**src/rtl/ex_div_seq_pkg.sv**
```systemverilog
// ============================================================================
// Module : ex_div_seq_pkg
// Brief  : Shared widths, FSM encodings and helpers for the Ex divide sequencer
// Rev    : 1.0  initial release
// ============================================================================
`default_nettype none

package ex_div_seq_pkg;

    localparam int REG_BUS_W        = 32;
    localparam int DOUBLE_REG_BUS_W = 64;
    localparam int DIV_CNT_W        = 6;

    localparam logic [1:0] DIV_FREE    = 2'b00;
    localparam logic [1:0] DIV_BY_ZERO = 2'b01;
    localparam logic [1:0] DIV_ON      = 2'b10;
    localparam logic [1:0] DIV_END     = 2'b11;

    localparam logic DIV_RESULT_READY     = 1'b1;
    localparam logic DIV_RESULT_NOT_READY = 1'b0;
    localparam logic DIV_START            = 1'b1;
    localparam logic DIV_STOP             = 1'b0;

    localparam logic [DIV_CNT_W-1:0] DIV_STEPS = 6'd32;

    // Magnitude of an operand; raw value when the divide is unsigned.
    function automatic logic [REG_BUS_W-1:0] div_abs(input logic               i_signed,
                                                     input logic [REG_BUS_W-1:0] i_val);
        return (i_signed && i_val[REG_BUS_W-1]) ? (~i_val + 32'd1) : i_val;
    endfunction

endpackage

`default_nettype wire

```
**src/rtl/ex_div_seq_if.sv**
```systemverilog
// ============================================================================
// Module : ex_div_seq_if
// Brief  : Ex <-> divide sequencer request/result bundle
// Rev    : 1.0  initial release
// ============================================================================
`default_nettype none

interface ex_div_seq_if;
    import ex_div_seq_pkg::*;

    logic                        signed_div_i;
    logic [REG_BUS_W-1:0]        opdata1_i;
    logic [REG_BUS_W-1:0]        opdata2_i;
    logic                        start_i;
    logic                        annul_i;
    logic [DOUBLE_REG_BUS_W-1:0] result_o;
    logic                        ready_o;
    logic                        stallreq_o;

    modport master (
        output signed_div_i, opdata1_i, opdata2_i, start_i, annul_i,
        input  result_o, ready_o, stallreq_o
    );

    modport slave (
        input  signed_div_i, opdata1_i, opdata2_i, start_i, annul_i,
        output result_o, ready_o, stallreq_o
    );

endinterface

`default_nettype wire

```
**src/rtl/ex_div_seq_div_step.sv**
```systemverilog
// ============================================================================
// Module : div_step
// Brief  : One combinational restoring-division iteration
// Rev    : 1.0  initial release
// ============================================================================
`default_nettype none

module div_step
    import ex_div_seq_pkg::*;
(
    input  wire logic [REG_BUS_W-1:0] i_rem,
    input  wire logic                 i_qmsb,
    input  wire logic [REG_BUS_W-1:0] i_div,
    output logic      [REG_BUS_W-1:0] o_rem,
    output logic                      o_qbit
);

    logic [REG_BUS_W:0] w_trial;

    // Partial remainder stays below the divisor, so bit 32 is a clean borrow.
    assign w_trial = {i_rem, i_qmsb} - {1'b0, i_div};
    assign o_qbit  = ~w_trial[REG_BUS_W];
    assign o_rem   = o_qbit ? w_trial[REG_BUS_W-1:0] : {i_rem[REG_BUS_W-2:0], i_qmsb};

endmodule

`default_nettype wire

```
**src/rtl/ex_div_seq.sv**
```systemverilog
// ============================================================================
// Module : ex_div_seq
// Brief  : 32-step restoring divide sequencer with stall request for Ex
// Rev    : 1.0  initial release
// ============================================================================
`default_nettype none

module ex_div_seq
    import ex_div_seq_pkg::*;
(
    input  wire logic    clk,
    input  wire logic    rst,
    ex_div_seq_if.slave  bus
);

    logic [1:0]                  r_state;
    logic [1:0]                  w_state_nxt;
    logic [DIV_CNT_W-1:0]        r_cnt,    w_cnt_nxt;
    logic [REG_BUS_W-1:0]        r_q,      w_q_nxt;
    logic [REG_BUS_W-1:0]        r_rem,    w_rem_nxt;
    logic [REG_BUS_W-1:0]        r_dvs,    w_dvs_nxt;
    logic                        r_neg_q,  w_neg_q_nxt;
    logic                        r_neg_r,  w_neg_r_nxt;
    logic [DOUBLE_REG_BUS_W-1:0] r_result, w_result_nxt;
    logic                        r_ready,  w_ready_nxt;

    logic [REG_BUS_W-1:0]        w_step_rem;
    logic                        w_step_qbit;
    logic                        w_req;

    assign w_req = (bus.start_i == DIV_START) && !bus.annul_i;

    div_step u_step (
        .i_rem  (r_rem),
        .i_qmsb (r_q[REG_BUS_W-1]),
        .i_div  (r_dvs),
        .o_rem  (w_step_rem),
        .o_qbit (w_step_qbit)
    );

    always_ff @(posedge clk) begin
        if (rst) r_state <= DIV_FREE;
        else     r_state <= w_state_nxt;
    end

    always_comb begin
        w_state_nxt = r_state;
        case (r_state)
            DIV_FREE:    if (w_req) w_state_nxt = (bus.opdata2_i == '0) ? DIV_BY_ZERO : DIV_ON;
            DIV_BY_ZERO: w_state_nxt = bus.annul_i ? DIV_FREE : DIV_END;
            DIV_ON: begin
                if (bus.annul_i)             w_state_nxt = DIV_FREE;
                else if (r_cnt == DIV_STEPS) w_state_nxt = DIV_END;
            end
            DIV_END:     if (bus.start_i == DIV_STOP) w_state_nxt = DIV_FREE;
            default:     w_state_nxt = DIV_FREE;
        endcase
    end

    always_comb begin
        w_cnt_nxt    = r_cnt;
        w_q_nxt      = r_q;
        w_rem_nxt    = r_rem;
        w_dvs_nxt    = r_dvs;
        w_neg_q_nxt  = r_neg_q;
        w_neg_r_nxt  = r_neg_r;
        w_result_nxt = r_result;
        w_ready_nxt  = r_ready;
        case (r_state)
            DIV_FREE: begin
                w_result_nxt = '0;
                w_ready_nxt  = DIV_RESULT_NOT_READY;
                if (w_req && bus.opdata2_i != '0) begin
                    w_q_nxt     = div_abs(bus.signed_div_i, bus.opdata1_i);
                    w_dvs_nxt   = div_abs(bus.signed_div_i, bus.opdata2_i);
                    w_rem_nxt   = '0;
                    w_cnt_nxt   = '0;
                    // Signs are captured here so the correction does not depend on Ex holding operands.
                    w_neg_q_nxt = bus.signed_div_i && (bus.opdata1_i[REG_BUS_W-1] ^ bus.opdata2_i[REG_BUS_W-1]);
                    w_neg_r_nxt = bus.signed_div_i && bus.opdata1_i[REG_BUS_W-1];
                end
            end
            DIV_BY_ZERO: begin
                w_result_nxt = '0;
                w_ready_nxt  = bus.annul_i ? DIV_RESULT_NOT_READY : DIV_RESULT_READY;
            end
            DIV_ON: begin
                if (bus.annul_i) begin
                    w_ready_nxt = DIV_RESULT_NOT_READY;
                end else if (r_cnt != DIV_STEPS) begin
                    w_rem_nxt = w_step_rem;
                    w_q_nxt   = {r_q[REG_BUS_W-2:0], w_step_qbit};
                    w_cnt_nxt = r_cnt + 6'd1;
                end else begin
                    w_result_nxt = {r_neg_r ? (~r_rem + 32'd1) : r_rem,
                                    r_neg_q ? (~r_q + 32'd1) : r_q};
                    w_ready_nxt  = DIV_RESULT_READY;
                end
            end
            DIV_END: begin
                if (bus.start_i == DIV_STOP) begin
                    w_result_nxt = '0;
                    w_ready_nxt  = DIV_RESULT_NOT_READY;
                end
            end
            default: begin
                w_result_nxt = '0;
                w_ready_nxt  = DIV_RESULT_NOT_READY;
            end
        endcase
    end

    always_ff @(posedge clk) begin
        if (rst) begin
            r_cnt    <= '0;
            r_q      <= '0;
            r_rem    <= '0;
            r_dvs    <= '0;
            r_neg_q  <= 1'b0;
            r_neg_r  <= 1'b0;
            r_result <= '0;
            r_ready  <= DIV_RESULT_NOT_READY;
        end else begin
            r_cnt    <= w_cnt_nxt;
            r_q      <= w_q_nxt;
            r_rem    <= w_rem_nxt;
            r_dvs    <= w_dvs_nxt;
            r_neg_q  <= w_neg_q_nxt;
            r_neg_r  <= w_neg_r_nxt;
            r_result <= w_result_nxt;
            r_ready  <= w_ready_nxt;
        end
    end

    assign bus.result_o   = r_result;
    assign bus.ready_o    = r_ready;
    assign bus.stallreq_o = bus.start_i & ~r_ready;

endmodule

`default_nettype wire

```
**src/flat_wrapper.sv**
```systemverilog
// flat-port wrapper written by rule: the top's interface ports become plain ports
module ex_div_seq_flat import ex_div_seq_pkg::*;
  (clk, rst, bus_signed_div_i, bus_opdata1_i, bus_opdata2_i, bus_start_i, bus_annul_i, bus_result_o, bus_ready_o, bus_stallreq_o);
  ex_div_seq_if bus_i ();
  input  wire logic clk;
  input  wire logic rst;
  input wire logic [$bits(bus_i.signed_div_i)-1:0] bus_signed_div_i;
  input wire logic [$bits(bus_i.opdata1_i)-1:0] bus_opdata1_i;
  input wire logic [$bits(bus_i.opdata2_i)-1:0] bus_opdata2_i;
  input wire logic [$bits(bus_i.start_i)-1:0] bus_start_i;
  input wire logic [$bits(bus_i.annul_i)-1:0] bus_annul_i;
  output wire logic [$bits(bus_i.result_o)-1:0] bus_result_o;
  output wire logic [$bits(bus_i.ready_o)-1:0] bus_ready_o;
  output wire logic [$bits(bus_i.stallreq_o)-1:0] bus_stallreq_o;
  assign bus_i.signed_div_i = bus_signed_div_i;
  assign bus_i.opdata1_i = bus_opdata1_i;
  assign bus_i.opdata2_i = bus_opdata2_i;
  assign bus_i.start_i = bus_start_i;
  assign bus_i.annul_i = bus_annul_i;
  assign bus_result_o = bus_i.result_o;
  assign bus_ready_o = bus_i.ready_o;
  assign bus_stallreq_o = bus_i.stallreq_o;
  ex_div_seq u_core (.clk(clk), .rst(rst), .bus(bus_i));
endmodule
```
**config.mk**
```make
export PLATFORM = sky130hd
export DESIGN_NAME = ex_div_seq_flat
export DESIGN_NICKNAME = d
export VERILOG_FILES = /design/src/rtl/ex_div_seq_pkg.sv /design/src/rtl/ex_div_seq_if.sv /design/src/rtl/ex_div_seq_div_step.sv /design/src/rtl/ex_div_seq.sv /design/src/flat_wrapper.sv
export SDC_FILE = /design/constraint.sdc
export NUM_CORES = 1
export LEC_CHECK = 0
export BUFFER_PORTS_ARGS = -buffer_cell sky130_fd_sc_hd__buf_2
export CORE_MARGIN = 2
export CORE_UTILIZATION = 40
export DETAILED_ROUTE_END_ITERATION = 16
export MAX_ROUTING_LAYER = met4
export PLACE_DENSITY_LB_ADDON = 0.15
export SYNTH_ARGS = -nofsm -noshare
export SYNTH_HDL_FRONTEND = slang
export SYNTH_HIERARCHICAL = 1
export SYNTH_SLANG_ARGS = --single-unit
```
**constraint.sdc**
```tcl
create_clock -name clk -period 3.9 [get_ports clk]
set_input_delay 0.195 -clock clk [delete_from_list [all_inputs] [get_ports clk]]
set_output_delay 0.195 -clock clk [all_outputs]
set_load 0.01 [all_outputs]
```
# Yosys cells after proc, flatten, opt, wreduce, memory -nomap -nowiden
# Index checks and enable logic that the tools add are counted.
# totals
latch_bits	0
rom_bits	0
out_inout_bits	66
ramBits	0
input_bits	69
reg_bits	171
memories	0
# classes
muxes	33
reduce_logical	16
mul	0
eq_ne	13
n_lt_le_gt_ge	0
bitwise	8
div	0
addsub	6
shifts	0
# op_table
cell	count
$mux W32	11
$mux W64	3
$pmux W64 S3	1
$add A32 B1 Y32 const B	4
$not A32 Y32	4
$pmux W32 S2	2
$sub A33 B32 Y33	1
$logic_not A32 Y1	1
$reduce_bool A32 Y1	1
$mux W6	3
$mux W2	6
$pmux W6 S2	1
$pmux W2 S4	1
$add A6 B1 Y6 const B	1
$eq A6 B6 Y1 const B	1
$ne A2 B1 Y1 const B	3
$ne A2 B2 Y1 const B	3
$ne A6 B6 Y1 const B	1
$reduce_and A3 Y1	2
$logic_and A1 B1 Y1	5
$eq A2 B2 Y1 const B	2
$mux W1	4
$pmux W1 S4	1
$reduce_and A2 Y1	2
other kinds (11)	12

# Depth between registers and ports, before layout
# Gate-level depths: netlist of run 1.
# logic_depth
word_depth	6
mapped_depth	16

# Hierarchy
# The synthesis of run 1 kept the hierarchy.
# by_module_without_submodules
mod	cells_each	instances	area_per_inst_um2
ex_div_seq	1137	1	9059.9
div_step	311	1	2255.9

# Worst setup path after synthesis of run 1
# OpenSTA, ideal clock, no wires.
# synth_timing
path_type	reg2reg
start	register u_core.r_q[31]
end	register u_core.r_rem[13]
stages_incl_launch_ff	17
path_buffers	1
setup_slack_ps	728
t_arrival_ps	3040
period_less_slack_ps	3172
setup_ps	132
required_time_ps	3768
path_cell_list	dfxtp_1 inv_1 ha_1 fa_1 and2b_1 o2111ai_1 a21oi_2 o2111ai_1 a211oi_2 nor2_2 mux2i_1 and2_4 inv_2 buf_6 mux2_4 nand3_1 a21oi_1
# synth_via
elab_chain_len	5
# synth_lines
element	line_no	source
start, declared	ex_div_seq.sv:19	logic [REG_BUS_W-1:0] r_q, w_q_nxt;
start signal, assigned	ex_div_seq.sv:125	r_q <= w_q_nxt;
$sub A33 B32 Y33	ex_div_seq_div_step.sv:21	assign w_trial = {i_rem, i_qmsb} - {1'b0, i_div};
$mux W32	ex_div_seq_div_step.sv:23	assign o_rem = o_qbit ? w_trial[REG_BUS_W-1:0] : {i_rem[REG_BUS_W-2:0], i_qmsb};
named net u_core.w_step_rem[13]	ex_div_seq.sv:27	logic [REG_BUS_W-1:0] w_step_rem;
$mux W32	ex_div_seq.sv:90	end else if (r_cnt != DIV_STEPS) begin
$mux W32	ex_div_seq.sv:88	if (bus.annul_i) begin
$pmux W32 S2	ex_div_seq.sv:69	case (r_state)
end signal, assigned	ex_div_seq.sv:126	r_rem <= w_rem_nxt;
end, declared	ex_div_seq.sv:20	logic [REG_BUS_W-1:0] r_rem, w_rem_nxt;
# The timed path passes the listed nets, and every way through them passes these cells. The select of a mux whose other input is x is not followed.
# A chain may end at the register's enable or synchronous reset.

# Final worst setup path of run 1
# layout_timing
start	register u_core.r_rem[12]
end	register u_core.r_rem[3]
# layout_via
elab_chain_len	5
# layout_lines
element	line_no
$sub A33 B32 Y33	ex_div_seq_div_step.sv:21
$mux W32	ex_div_seq_div_step.sv:23
named net u_core.w_step_rem[3]	ex_div_seq.sv:27
$mux W32	ex_div_seq.sv:90
$mux W32	ex_div_seq.sv:88
$pmux W32 S2	ex_div_seq.sv:69
# The timed path passes the listed nets, and every way through them passes these cells. The select of a mux whose other input is x is not followed.

==> flow_metrics.tcl, run 1 <==
set metrics [dict create \
    required_ps 4180 \
    antenna_found_initial 0 \
    power_density_mw_per_mm2 508 \
    fp.dieH_um 172 \
    p_int_w 0.00384 \
    nets 1647 \
    clk_path_buf_depth 2 \
    dp_slack_ps 219 \
    grt.total_usage 0.222 \
    cts_tree "done" \
    synth-seq-area-share 0.303 \
    core_area_mm2 0.0278 \
    cts_hold_buf 0 \
    cap_violations 0 \
    startpoint_type "flop" \
    overflow 0 \
    fin_skew_ps 15.4 \
    syn-cell-area_mm2 0.0113 \
    fin_tns_setup_ps 0 \
    via_per_inst 5.49 \
    initial_utilization 0.407 \
    fin_cells 1926 \
    cp_max_fo 22 \
    arrival_ps 3820 \
    dp_cells 1894 \
    antenna_cells 0 \
    drc_errors 0 \
    synth_edf_count 0 \
    dr.pass1.iters 5 \
    tightest_slew_ps 1130 \
    drt-total-wl_mm 31.7 \
    fin_crit_sh 0.908 \
    hold_viol 0 \
    max_clock_freq_mhz 282 \
    syn_area_per_cell_um2 7.81 \
    grt_pass1_wl_mm 51.2 \
    vias 10580 \
    finalCriticalPeriod_ps 3540 \
    seqPwrFrac 0.327 \
    dieArea_mm2 0.0297 \
    clock_latency_ps 430 \
    path_class "reg2reg" \
    relSlewSlack 0.244 \
    synth_top_area_frac 0.303 \
    root_buffer "clkbuf_16" \
    syn-num-nets 1560 \
    status "completed" \
    portBuffers 134 \
    rsz0062_at_grt "no" \
    synth_cell_types 84 \
    hold_class "in2reg" \
    clkTransAtPathRegs_ps 70 \
    cts_max_level 4 \
    clkPwrFrac 0.266 \
    final_max_slew_viol_count 0 \
    synth.largest_area_cell "dfxtp_1" \
    cts_buffers 17 \
    p_leak_nw 5.03 \
    end_kind "flop" \
    switching_share 0.414 \
    ys_seq_elements 171 \
    placed_area_mm2 0.0123 \
    max-vdd-ir-drop_mv 0.296 \
    ys_async_sr_fraction 0 \
    p_sw_w 0.00272 \
    dp_hpwl_mm 23.9 \
    combPwrFrac 0.408 \
    drive_gt1_frac 0.158 \
    hold_slack_ps 56.6 \
    io_pins 135 \
    die_x_um 172 \
    wl_per_cell_um 16.5 \
    setup_viol 0 \
    area_growth_pct 14.2 \
    dr.first_iter.drc_count 1005 \
    row_count 61 \
    nFillCells 2872 \
    fin_ws_ps 360 \
    synth.area.top_cells "dfxtp_1 (30%), xor2_1 (7.4%), nand2_1 (6.2%)" \
    yosysWarningCount 6 \
    ant_nets 0 \
    stdcell_area_mm2 0.0129 \
    synth_cells 1448 \
    synth-main-ff-cell "dfxtp_1" \
    routabilityCongestion 0.879 \
    grt_pass1_vias 9504 \
    grt_start_max_net_pins 113 \
    clock_sinks 171 \
]
-- power by group through the flow --
stage	Clock, W	Sequential (W)	Combinational [W]
floorplan	0	0.00210	0.00202
global placement	0	0.00217	0.00263
detailed placement	0	0.00218	0.00264
CTS	0.00179	0.00214	0.00265
global route	0.00187	0.00217	0.00295
finish	0.00174	0.00214	0.00267
-- metrics by stage --
step,util,total power (W)
after floorplan,-,0.00412
after global routing,0.465,0.00698
final,0.465,0.00656
after CTS,0.465,0.00657
after global placement,0.443,0.00480
after detailed placement,0.443,0.00482
-- critical path, stage by stage, from the launching register on --
cell      delay (ps)
dfxtp_1          470
ha_1             350
and4_1           260
and3_1           190
a221o_1          290
a21oi_1          250
a211oi_2         120
nor2_2           230
mux2i_1          260
and2_4           270
inv_4            180
mux2_1           360
nand3_1           80
a21oi_1           80
-- final cells by class --
cell class | count | area [um2] | area share
clock buffer | 17 | 425 | 0.0329
clock inverter | 15 | 179 | 0.0138
inverter | 59 | 224 | 0.0173
multi-input combinational | 1129 | 7330 | 0.567
sequential | 171 | 3420 | 0.265
tap | 378 | 473 | 0.0366
timing repair buffer | 157 | 871 | 0.0674
-- timing repair --
| action | 4_1_cts | 5_1_grt |
|---|---|---|
| setup endpoints to repair | 0 | 12 |
| hold endpoints to repair | 0 | 0 |
| resized for setup | 0 | 2 |
| buffers inserted | 0 | 0 |
-- synth_stat cells, types with 23 or more instances --
library cell  instances
dfxtp_1             171
inv_1                57
clkbuf_1             68
a21oi_1             121
nor2_1               80
a211oi_1             33
nand3_1              71
ha_1                 42
xnor2_1              49
xor2_1               95
o31ai_1              23
o21ai_0              96
nand2b_1             25
nand2_1             187
-- per-layer routing --
metal / wire (um) / global-route usage
met4: 207 / 0.0420
met2: 12600 / 0.304
met1: 17200 / 0.347
met3: 1710 / 0.0277
met5: 0 / -
-- flip-flops by register name, indices dropped and copies added (netlist names) --
register             flops
u_core/r_q              32
u_core/r_neg_r           1
u_core/bus.ready_o       1
u_core/r_dvs            32
u_core/r_neg_q           1
u_core/r_cnt             6
u_core/bus.result_o     64
u_core/r_state           2
u_core/r_rem            32
-- cells in the final DEF (no fill, tap or decap), types with 8 or more instances in the layout --
| cell | count |
|---|---|
| a31oi_1 | 17 |
| a211oi_1 | 33 |
| nand4_1 | 13 |
| nand2b_1 | 25 |
| or4_1 | 16 |
| nor4_1 | 14 |
| buf_2 | 133 |
| or3_1 | 11 |
| mux2_4 | 19 |
| a22oi_1 | 12 |
| nand3_1 | 71 |
| nor3b_1 | 8 |
| o31ai_1 | 23 |
| nor2_1 | 79 |
| nand2_1 | 187 |
| a21oi_1 | 121 |
| clkbuf_16 | 17 |
| nor3_1 | 19 |
| o21ai_1 | 19 |
| ha_1 | 41 |
| dfxtp_1 | 171 |
| o211ai_1 | 19 |
| xor2_1 | 95 |
| xnor2_1 | 49 |
| inv_1 | 57 |
| buf_4 | 22 |
| o21ai_0 | 96 |
| a21o_1 | 20 |
| o41ai_1 | 15 |
-- worst paths after layout --
kind	start	to	slack [ps]	cells after the start
setup / recovery	u_core/r_rem[12]$_SDFFE_PP0P_	u_core/r_rem[3]$_SDFFE_PP0P_	360	13
hold / removal	bus_opdata2_i[0]	u_core/r_dvs[0]$_SDFFE_PP0P_	60	3
setup reg to reg	u_core/r_rem[12]$_SDFFE_PP0P_	u_core/r_rem[3]$_SDFFE_PP0P_	360	13
hold reg to reg	u_core/bus.result_o[30]$_SDFFE_PP0P_	u_core/bus.result_o[30]$_SDFFE_PP0P_	450	2
-- cells by family after synthesis --
family	Yosys count	synth area share
compound gates	422	0.236
fa+ha+maj	43	0.0482
buf+inv	148	0.0529
xor+xnor	144	0.111
simple gates	495	0.218
flops	171	0.303
mux	25	0.0307
No activity file was read; power rests on OpenSTA's default activity.
==> run 2, diff against run 1 <==
==> constraint.sdc (replaced) <==
create_clock -name clk -period 3.9 [get_ports clk]
set_input_delay 0.39 -clock clk [delete_from_list [all_inputs] [get_ports clk]]
set_output_delay 0.39 -clock clk [all_outputs]
set_load 0.01 [all_outputs]
==> flow_metrics.tcl, run 2 (synthesis gave the netlist of run 1 again) <==
set metrics [dict create \
    status "completed" \
    setup_viol 0 \
    io_pins 135 \
    dieArea_mm2 0.0297 \
    cts_buffers 17 \
    cts_max_level 4 \
    fin_ws_ps 337 \
    relSlewSlack 0.256 \
    overflow 0 \
    largest_register_ffs 64 \
    clk_path_buf_depth 2 \
    hold_viol 0 \
    final_max_slew_viol_count 0 \
    cp_max_fo 15 \
    clock_sinks 171 \
    dp_slack_ps 301 \
    area_growth_pct 14.6 \
    dp_hpwl_mm 24.1 \
    fp.dieH_um 172 \
    fin_crit_sh 0.914 \
    die_x_um 172 \
    max-vdd-ir-drop_mv 0.304 \
    grt.total_usage 0.225 \
    grt_start_max_net_pins 112 \
    clkTransAtPathRegs_ps 70 \
    power_density_mw_per_mm2 508 \
    nets 1652 \
    hold_slack_ps 259 \
    row_count 61 \
    finish.utilization 0.467 \
    clock_latency_ps 430 \
    grt_pass1_wl_mm 51.7 \
    ff_latch_area_mm2 0.00342 \
    max_clock_freq_mhz 281 \
    vias 10579 \
    initial_utilization 0.407 \
    grt_pass1_vias 9544 \
    cts_tree "done" \
    tightest_slew_ps 1110 \
    antenna_found_initial 0 \
    fin_skew_ps 14.4 \
    wl_per_cell_um 16.7 \
    hold_class "in2reg" \
    end_kind "flop" \
    drive_gt1_frac 0.160 \
    required_ps 4200 \
    root_buffer "clkbuf_16" \
    fin_tns_setup_ps 0 \
    cts_hold_buf 0 \
    dr.first_iter.drc_count 744 \
    portBuffers 134 \
    drt-total-wl_mm 32.3 \
    finalCriticalPeriod_ps 3560 \
    multi_input_area_mm2 0.00733 \
    rsz0062_at_grt "no" \
    dr.pass1.iters 5 \
    p_leak_nw 5.07 \
    path_class "reg2reg" \
    arrival_ps 3860 \
    drc_errors 0 \
    routabilityCongestion 0.884 \
    final_common_cell "nand2_1" \
    nFillCells 2846 \
    startpoint_type "flop" \
    antenna_cells 0 \
    ant_nets 0 \
    cap_violations 0 \
    via_per_inst 5.48 \
    final_cell_mix "nand2_1 (187), dfxtp_1 (171), buf_2 (133)" \
    core_area_mm2 0.0278 \
]
## run 2: cell count changes in the layout (fill, tap and decap cells not counted), sizes merged
cell,change
clkbuf,+2
inv,+3
buf,+5
clkinv,-5
## run 2: worst max-delay path: stages (launching register included)
cell and delay, ps:
dfxtp_1 330, inv_1 50, ha_1 210, fa_1 400, and2b_1 240, o2111ai_1 160
a21oi_2 260, o2111ai_1 200, a211oi_2 270, nor2_2 110, mux2i_1 150, and2_4 170
inv_2 190, buf_12 210, mux2_4 310, nand3_1 80, a21oi_1 80
## run 2: power by group
group          total (W)  internal [W]  switching, W  leakage (nW)
clock            0.00177      0.000948      0.000821         0.295
sequential       0.00214       0.00192      0.000221          1.39
combinational    0.00268       0.00101       0.00167          3.38
## run 2: routing by layer
| metal | vias up | routed length (um) | track usage |
|---|---|---|---|
| met4 | 0 | 349 | 0.0533 |
| met5 | - | 0 | - |
| li1 | 5360 | - | - |
| met3 | 24 | 1310 | 0.0279 |
| met1 | 4959 | 17700 | 0.347 |
| met2 | 236 | 12900 | 0.307 |
## run 2: worst paths after layout
path / startpoint / endpoint / slack (ps) / cells after the start
max reg2reg: u_core/r_q[31]$_SDFFE_PP0P_ / u_core/r_rem[13]$_SDFFE_PP0P_ / 340 / 16
min: bus_opdata2_i[0] / u_core/r_dvs[0]$_SDFFE_PP0P_ / 260 / 3
min reg2reg: u_core/bus.result_o[30]$_SDFFE_PP0P_ / u_core/bus.result_o[30]$_SDFFE_PP0P_ / 450 / 2
max: u_core/r_q[31]$_SDFFE_PP0P_ / u_core/r_rem[13]$_SDFFE_PP0P_ / 340 / 16
## run 2: area by class of cell
cell class | count | share of cell area
inverters | 59 | 0.0171
clock inverters | 13 | 0.0115
flip-flops and latches | 171 | 0.264
repair buffers | 162 | 0.0710
clock buffers | 19 | 0.0349
well taps | 378 | 0.0365
multi-input cells | 1129 | 0.565
## run 2: what timing repair did
action,4_1_cts,5_1_grt
endpoints found under the setup margin,0,1
setup buffers,0,2
gates resized for setup,0,0
hold endpoints to repair,0,0
## run 2: metrics by stage
step,total power (W),cell area (um2),cells
after floorplan,0.00412,11300,1448
after global placement,0.00480,12300,1897
after detailed placement,0.00482,12300,1897
after CTS,0.00660,13000,1929
after global routing,0.00703,13000,1931
final,0.00659,13000,1931
==> run 3, diff against run 2 <==
--- a/config.mk
+++ b/config.mk
@@ -13,5 +13,4 @@
 export PLACE_DENSITY_LB_ADDON = 0.15
 export SYNTH_ARGS = -nofsm -noshare
 export SYNTH_HDL_FRONTEND = slang
-export SYNTH_HIERARCHICAL = 1
 export SYNTH_SLANG_ARGS = --single-unit
==> flow_metrics.tcl, run 3 <==
set metrics [dict create \
    synth-main-ff-cell "dfxtp_1" \
    synth_edf_count 0 \
    max-vdd-ir-drop_mv 0.300 \
    tightest_slew_ps 1010 \
    cts_max_level 4 \
    path_cells "inv_1, ha_1, fa_1, nand2b_1, a21oi_2, o211ai_1, o21a_1, o2111a_1, or3_1, buf_12, mux2i_1, a22o_1" \
    syn-num-nets 1563 \
    cts_buffers 17 \
    cp_max_fo 31 \
    synth.largest_area_cell "dfxtp_1" \
    nFillCells 2780 \
    synth_top_area_frac 0.309 \
    drt-total-wl_mm 31.1 \
    grt.total_usage 0.224 \
    r2r-end "u_core.r_rem[1]$_SDFFE_PP0P_" \
    root_buffer "clkbuf_16" \
    combPwrFrac 0.422 \
    final_common_cell "nand2_1" \
    synth_common_cells "nand2_1 (213), dfxtp_1 (171), o21ai_0 (129)" \
    cap_violations 0 \
    p_int_w 0.00395 \
    total_power_w 0.00678 \
    syn_area_per_cell_um2 7.64 \
    cts_tree "done" \
    path_buf_inv 2 \
    finalCriticalPeriod_ps 3320 \
    startpoint_type "flop" \
    antenna_cells 0 \
    final_cell_mix "nand2_1 (213), dfxtp_1 (171), buf_2 (133)" \
    clkPwrFrac 0.259 \
    rsz0062_at_grt "no" \
    portBuffers 134 \
    final_max_slew_viol_count 0 \
    cts_hold_buf 0 \
    wl_per_cell_um 16.2 \
    drc_errors 0 \
    hold_viol 0 \
    status "completed" \
    fp.dieH_um 171 \
    grt_start_max_net_pins 83 \
    grt_pass1_vias 9343 \
    die_x_um 171 \
    clk_path_buf_depth 2 \
    dr.first_iter.drc_count 801 \
    cts_setup_buffers 0 \
    synth-seq-area-share 0.309 \
    hold_end "u_core.r_dvs[3]$_SDFFE_PP0P_" \
    fin_skew_ps 13.4 \
    switching_share 0.417 \
    arrival_ps 3650 \
    power_density_mw_per_mm2 534 \
    path_class "reg2reg" \
    dr.pass1.iters 5 \
    synth_cell_types 69 \
    r2r_slack_ps 580 \
    largest_register_ffs 64 \
    hold_class "in2reg" \
    cts_resized 0 \
    io_pins 135 \
    yosysWarningCount 0 \
    core_area_mm2 0.0271 \
    synth.most_common_cell "nand2_1" \
    dp_cells 1895 \
    cpLargestDelayFamily "compound AO/OA/AOI/OAI gates" \
    ys_async_sr_fraction 0 \
    crit_slowest_cell "or3_1" \
    fin_tns_setup_ps 0 \
    dieArea_mm2 0.0291 \
    cpPeakStageDelay_ps 420 \
    p_leak_nw 4.93 \
    setup_viol 0 \
    nets 1653 \
    seqPwrFrac 0.318 \
    finish.utilization 0.469 \
    end_kind "flop" \
    initial_utilization 0.409 \
    clock_latency_ps 440 \
    relSlewSlack 0.324 \
    area_growth_pct 14.5 \
    synth_cells 1452 \
    worstRegToRegCells 12 \
    fin_crit_sh 0.853 \
    clkTransAtPathRegs_ps 70 \
    grt_pass1_wl_mm 50.6 \
    hold_start "rst" \
    overflow 0 \
    drive_gt1_frac 0.135 \
    routabilityCongestion 0.900 \
    dp_hpwl_mm 23.2 \
    via_per_inst 5.41 \
    ys_seq_elements 171 \
    max_clock_freq_mhz 301 \
    required_ps 4220 \
    ant_nets 0 \
    syn-cell-area_mm2 0.0111 \
    antenna_found_initial 0 \
    row_count 60 \
    clock_sinks 171 \
    r2r-start "u_core.r_q[31]$_SDFFE_PP0P_" \
    p_sw_w 0.00283 \
    synth.area.top_cells "dfxtp_1 (31%), nand2_1 (7.2%), xnor2_1 (6.7%)" \
    holdPathStages 2 \
    vias 10419 \
    fin_cells 1926 \
]
==> run 3: cell types whose count changed after synthesis, sizes merged, moves of 21 or more <==
cell / delta
xor2: -32
a22oi: +23
nor2: +36
xnor2: +36
nand3: -32
nand2: +25
a21oi: -23
mux2: -21
mux2i: +21
==> run 3: metal layers <==
metal / wire length, um / GRT usage
met1: 16700 / 0.345
met2: 12500 / 0.309
met3: 1680 / 0.0303
met4: 220 / 0.0390
met5: 0 / -
==> run 3: how the worst max path moves through the flow <==
stage	start	end	slack [ps]	cells after the start
finish	u_core.r_q[31]$_SDFFE_PP0P_	u_core.r_rem[1]$_SDFFE_PP0P_	580	12
global route	u_core.r_dvs[23]$_SDFFE_PP0P_	u_core.r_rem[0]$_SDFFE_PP0P_	360	11
CTS	u_core.r_q[31]$_SDFFE_PP0P_	u_core.r_rem[0]$_SDFFE_PP0P_	620	12
detailed placement	bus_opdata2_i[27]	u_core.r_rem[26]$_SDFFE_PP0P_	660	8
global placement	u_core.r_q[31]$_SDFFE_PP0P_	u_core.r_rem[0]$_SDFFE_PP0P_	680	12
floorplan	u_core.r_q[31]$_SDFFE_PP0P_	u_core.r_rem[1]$_SDFFE_PP0P_	910	13
==> run 3: metrics by stage <==
stage	instance area [um2]	setup WS, ps	hold WS, ps
global route	12700	361	206
finish	12700	575	213
CTS	12700	623	204
detailed placement	12100	661	438
floorplan	11100	907	450
global placement	12100	678	434
==> run 3: layout make-up <==
| type | count | area, um2 | share of cell area |
|---|---|---|---|
| clock inverters | 12 | 138 | 0.0108 |
| well taps | 372 | 465 | 0.0367 |
| multi-input cells | 1144 | 7140 | 0.563 |
| clock buffers | 19 | 453 | 0.0357 |
| repair buffers | 157 | 883 | 0.0696 |
| flip-flops and latches | 171 | 3420 | 0.270 |
| inverters | 51 | 191 | 0.0151 |
==> run 3: power groups by stage <==
stage	combinational (W)	clock, W	sequential, W
after CTS	0.00285	0.00179	0.00215
after global routing	0.00321	0.00187	0.00219
after floorplan	0.00213	0	0.00212
after global placement	0.00282	0	0.00219
after detailed placement	0.00284	0	0.00220
final	0.00286	0.00176	0.00216
==> run 3: logic make-up after synthesis <==
| family | Yosys count | synth area share |
|---|---|---|
| AND/OR/NAND/NOR | 512 | 0.218 |
| AO/OA/AOI/OAI | 417 | 0.237 |
| flip-flops | 171 | 0.309 |
| XOR/XNOR | 148 | 0.117 |
| buffers and inverters | 137 | 0.0490 |
| adder cells (fa/ha/maj) | 42 | 0.0481 |
| multiplexers | 25 | 0.0226 |
